**src/rtl/jk_bank_arbiter.sv**
```systemverilog
// jk_bank_arbiter: two-requester round-robin controller for a bank of JK flip-flops.
// Each granted op runs GRANT -> APPLY -> DONE. The bank state is held internally and
// updated every cycle from the registered J/K vectors.
module jk_bank_arbiter #(
  parameter int unsigned WIDTH = 4
) (
  input  logic             clk,
  input  logic             rst,
  input  logic             req_a,
  input  logic [1:0]       op_a,
  input  logic [WIDTH-1:0] data_a,
  output logic             gnt_a,
  input  logic             req_b,
  input  logic [1:0]       op_b,
  input  logic [WIDTH-1:0] data_b,
  output logic             gnt_b,
  output logic [WIDTH-1:0] j,
  output logic [WIDTH-1:0] k,
  output logic [WIDTH-1:0] q,
  output logic [WIDTH-1:0] qbar,
  output logic             busy,
  output logic             done
);

  localparam logic [1:0] OP_CLEAR  = 2'b00;
  localparam logic [1:0] OP_SET    = 2'b01;
  localparam logic [1:0] OP_TOGGLE = 2'b10;
  localparam logic [1:0] OP_LOAD   = 2'b11;

  typedef enum logic [1:0] {
    S_IDLE  = 2'b00,
    S_GRANT = 2'b01,
    S_APPLY = 2'b10,
    S_DONE  = 2'b11
  } state_t;

  state_t           r_state;
  logic             r_last_b;
  logic [1:0]       r_op;
  logic [WIDTH-1:0] r_data;
  logic             r_gnt_a;
  logic             r_gnt_b;
  logic [WIDTH-1:0] r_j;
  logic [WIDTH-1:0] r_k;
  logic [WIDTH-1:0] r_q;
  logic [WIDTH-1:0] r_qbar;
  logic             r_busy;
  logic             r_done;

  logic             w_any_req;
  logic             w_pick_b;
  logic [WIDTH-1:0] w_j_dec;
  logic [WIDTH-1:0] w_k_dec;
  logic [WIDTH-1:0] w_q_next;

  // Round-robin pick: a lone requester wins; on a tie the last winner yields.
  assign w_any_req = req_a | req_b;
  assign w_pick_b  = req_b & (~req_a | ~r_last_b);

  // JK characteristic equation for the whole bank.
  assign w_q_next = (r_j & ~r_q) | (~r_k & r_q);

  // Decode the captured op into J/K mask vectors.
  always_comb begin
    w_j_dec = '0;
    w_k_dec = '0;
    case (r_op)
      OP_CLEAR:  begin w_j_dec = '0;     w_k_dec = r_data;  end
      OP_SET:    begin w_j_dec = r_data; w_k_dec = '0;      end
      OP_TOGGLE: begin w_j_dec = r_data; w_k_dec = r_data;  end
      OP_LOAD:   begin w_j_dec = r_data; w_k_dec = ~r_data; end
      default:   begin w_j_dec = '0;     w_k_dec = '0;      end
    endcase
  end

  // Bank storage: updates every edge from the current J/K outputs.
  always_ff @(posedge clk or negedge rst) begin
    if (!rst) begin
      r_q    <= '0;
      r_qbar <= '1;
    end else begin
      r_q    <= w_q_next;
      r_qbar <= ~w_q_next;
    end
  end

  // Sequencer FSM with registered grant, J/K, busy and done outputs.
  always_ff @(posedge clk or negedge rst) begin
    if (!rst) begin
      r_state  <= S_IDLE;
      r_last_b <= 1'b1;
      r_op     <= OP_CLEAR;
      r_data   <= '0;
      r_gnt_a  <= 1'b0;
      r_gnt_b  <= 1'b0;
      r_j      <= '0;
      r_k      <= '0;
      r_busy   <= 1'b0;
      r_done   <= 1'b0;
    end else begin
      r_gnt_a <= 1'b0;
      r_gnt_b <= 1'b0;
      r_j     <= '0;
      r_k     <= '0;
      r_done  <= 1'b0;
      case (r_state)
        S_IDLE, S_DONE: begin
          if (w_any_req) begin
            r_state  <= S_GRANT;
            r_busy   <= 1'b1;
            r_gnt_a  <= ~w_pick_b;
            r_gnt_b  <= w_pick_b;
            r_last_b <= w_pick_b;
            r_op     <= w_pick_b ? op_b : op_a;
            r_data   <= w_pick_b ? data_b : data_a;
          end else begin
            r_state <= S_IDLE;
            r_busy  <= 1'b0;
          end
        end
        S_GRANT: begin
          r_state <= S_APPLY;
          r_j     <= w_j_dec;
          r_k     <= w_k_dec;
        end
        S_APPLY: begin
          r_state <= S_DONE;
          r_done  <= 1'b1;
        end
        default: begin
          r_state <= S_IDLE;
          r_busy  <= 1'b0;
        end
      endcase
    end
  end

  assign gnt_a = r_gnt_a;
  assign gnt_b = r_gnt_b;
  assign j     = r_j;
  assign k     = r_k;
  assign q     = r_q;
  assign qbar  = r_qbar;
  assign busy  = r_busy;
  assign done  = r_done;

endmodule
```
**config.mk**
```make
export PLATFORM = sky130hd
export DESIGN_NAME = jk_bank_arbiter
export DESIGN_NICKNAME = d
export VERILOG_FILES = /design/src/rtl/jk_bank_arbiter.sv
export SDC_FILE = /design/constraint.sdc
export NUM_CORES = 1
export LEC_CHECK = 0
export BUFFER_PORTS_ARGS = -buffer_cell sky130_fd_sc_hd__clkbuf_2
export CAP_MARGIN = 20
export CORE_MARGIN = 2
export CORE_UTILIZATION = 40
export CTS_BUF_LIST = sky130_fd_sc_hd__clkbuf_4 sky130_fd_sc_hd__clkbuf_8 sky130_fd_sc_hd__clkbuf_16
export CTS_CLUSTER_DIAMETER = 150
export CTS_CLUSTER_SIZE = 8
export DETAILED_ROUTE_END_ITERATION = 7
export GPL_TIMING_DRIVEN = 0
export PLACE_DENSITY = 0.65
export SLEW_MARGIN = 30
export SYNTH_ARGS = -nofsm -noshare
export SYNTH_HDL_FRONTEND = slang
export SYNTH_SLANG_ARGS = --single-unit
```
**constraint.sdc**
```tcl
create_clock -name clk -period 2.9 [get_ports clk]
set_input_delay 0.145 -clock clk [delete_from_list [all_inputs] [get_ports clk]]
set_output_delay 0.145 -clock clk [all_outputs]
set_load 0.02 [all_outputs]
```
==> metrics.md <==
| Metric | Value |
|---|---|
| DRC | `0` |
| CTS H-tree depth | `2` |
| Synthesized instance count | `86` |
| Tcrit/Tclk final | `51.2%` |
| Cells on worst reg2reg path | `5` |
| Post-CTS setup buffer count | `0` |
| Sequential share of the synthesized area | `66.0%` |
| Antenna violations before repair | `0` |
| PwrDens | `1200 mW/mm2` |
| Ys Warns | `0` |
| Avg Cell Area, Syn | `12.9 um2` |
| Final wirelength | `1.71 mm` |
| Synth-to-Final Area Change | `25.5%` |
| Max-cap violations | `0` |
| Starting Density | `41.3%` |
| Nets | `147` |
| Filler cell count | `252` |
| CORE AREA | `0.00269 mm2` |
| Count of cell types in the netlist | `20` |
| Worst Path Buf+Inv | `1` |
| Tmin final | `1490 ps` |
| Hold-critical path depth | `2` |
| # clock sinks | `29` |
| Worst-Skew Late Latency | `310 ps` |
| Post-synth EDFFs | `0` |
| Cell depth of the worst setup path | `5` |
| # IOs | `36` |
| First-pass GRT wire length | `3.06 mm` |
| Critical path, cell by cell | `inv_1, ha_1, o21ai_1, nor2_4, a221o_1` |
| Overflow after GRT | `0` |
| Static leakage | `0.749 nW` |
| CP startpoint kind | `register` |
| DR iter-0 viols | `14` |
| Floorplan row count | `19` |
| Largest net degree at the start of global routing | `30` |
| Synth Area in Simple Gates | `10.5%` |
| Crit-path slowest cell | `ha_1` |
| Crit path capture type | `register` |
| Post-DP HPWL | `1.32 mm` |
| Vias in the first global route | `723` |
| Port buffer count | `35` |
| Layout cell share with drive strength beyond 1 | `40.3%` |
| Setup TNS | `0 ps` |
| Skew final | `1.41 ps` |
| Syn_nets | `104` |
| Family with the most delay on the worst path | `compound AO/OA/AOI/OAI gates` |
| Setup CP Type | `reg -> reg` |
| Least-Margin Pin Slew | `670 ps` |
| CTS root buf | `clkbuf_4` |
| Min-delay worst type | `in -> reg` |
| CP max FO | `8` |
| Worst stage delay on the critical path | `370 ps` |
| End-of-flow core utilization | `51.8%` |
| Die extent in y | `56.7 um` |
| Antenna diodes | `0` |
| Main flop type after synthesis | `dfrtp_1` |
| Cts bufs inserted | `5` |
| Adder-Cell Fraction of Synth Area | `2.25%` |
| VDD IR max | `0.616 mV` |
| Mux cell area share after synthesis | `7.22%` |
| Die X | `56.7 um` |
| DR vias | `751` |
| RePlAce Congestion | `0.681` |
| # setup viols final | `0` |
| TritonCTS clock tree | `built` |
| Req. time, crit path | `3100 ps` |
| RSZ-0062 raised after global routing | `false` |
| Post-synthesis xor/xnor area fraction | `0%` |
| Async S/R FF share, synth | `100%` |
| Syn Std Cell Area | `0.00111 mm2` |
| Worst slew margin | `55.4%` |
| Post-route antenna net violation count | `0` |
| Die area | `0.00321 mm2` |
| Outcome | `complete, no violations` |
| Worst EP arrival | `1690 ps` |
| Largest family of logic cells by synthesized area | `compound AO/OA/AOI/OAI gates` |
| Vias per std cell | `4.69` |
| Final hold viol count | `0` |
| Compound-Gate Fraction of Synth Area | `11.3%` |
| Drt first pass iters | `2` |
| Yosys reg bits | `29` |
| GRT Util Overall | `13.0%` |
| Worst-path clk slew | `80 ps` |
| Fmax | `673 MHz` |
| Bufs on Longest Clock Path | `2` |
| Final Max Slew Viols | `0` |
| WL/cell | `10.7 um` |
[cells in the mapped netlist, types with 2 or more instances]
library cell	number	area share (%)
dfrtp_1	24	54
nor2_1	8	2.7
dfstp_2	5	12
and2_1	8	4.5
mux2i_1	8	7.2
a21oi_1	9	4.1
o21a_1	2	1.4
ha_1	2	2.3
a21o_1	2	1.4
inv_1	7	2.4
a221o_1	2	1.8
[worst paths after layout]
path	slack (ps)	end	start
setup / recovery	1410	r_data[1]	r_state[0]
hold / removal	60	r_data[0]	data_a[0]
setup reg to reg	1410	r_data[1]	r_state[0]
hold reg to reg	460	q[1]	k[1]
max in group asynchronous	2080	busy	rst
min in group asynchronous	400	j[2]	rst
[cell families (layout without fill, tap and decap cells)]
kind of cell	count (synthesis)	in the layout
DFF	29	29
and+or+nand+nor	21	21
AOI/OAI and AO/OA	18	18
muxes	8	8
buffers and inverters	8	51
adders and majority gates	2	2
[worst register-to-register path, stage by stage, from the launching register on]
cell and delay (ps):
dfrtp_1 350, inv_1 50, ha_1 370, o21ai_1 240, nor2_4 80, a221o_1 290
[metal layers]
layer	wire length [um]	track usage [%]
met1	686	15.2
met2	791	19.4
met3	192	7.14
met4	34	6.12
met5	0	0
[flip-flops by register name (all words and copies together) (netlist names), 2 cells and up]
signal,count
r_data,4
r_state,2
r_op,2
qbar,4
k,4
j,4
q,4
[per-stage QoR]
step	cell area (um2)	hold WS (ps)	setup slack (ps)	instances	total power [mW]
2_1_floorplan	1110	-151	1520	86	1.23
3_3_place_gp	1320	211	1430	152	1.43
3_5_place_dp	1320	217	1410	152	1.45
4_1_cts	1390	48.3	1390	160	1.70
5_1_grt	1390	40.2	1310	160	1.81
6_report	1390	60.1	1410	160	1.67
[final cells by class]
| cell class | instances | area (um2) | area share (%) |
|---|---|---|---|
| Multi-Input combinational cell | 49 | 347 | 24.9 |
| Inverter | 7 | 26.3 | 1.89 |
| Sequential cell | 29 | 732 | 52.6 |
| Clock buffer | 7 | 58.8 | 4.22 |
| Tap cell | 31 | 38.8 | 2.79 |
| Buffer | 1 | 5.00 | 0.359 |
| Timing Repair Buffer | 36 | 185 | 13.3 |
[repair_timing]
item | in CTS | in global routing
hold endpoints to repair | 24 | 0
hold buffers | 1 | 0
resized for setup | 0 | 0
setup endpoints to repair | 0 | 0
[report_power, final]
group / leakage (nW) / total [mW] / switching, mW / internal (mW)
Clock: 0.0348 / 0.241 / 0.118 / 0.124
Combinational: 0.367 / 0.700 / 0.418 / 0.281
Sequential: 0.348 / 0.731 / 0.113 / 0.618
[layout by cell type, fill, tap and decap left out, types with 2 or more instances in the layout]
cell type,Yosys,routed
ha_1,2,2
a221o_1,2,2
mux2i_1,8,8
dfrtp_1,24,24
a21o_1,2,2
inv_1,7,7
a21oi_1,9,9
clkbuf_2,0,35
clkbuf_4,0,6
o21a_1,2,2
dfstp_2,5,5
and2_1,8,8
nor2_1,8,8
(Power assumes the default switching activity.)
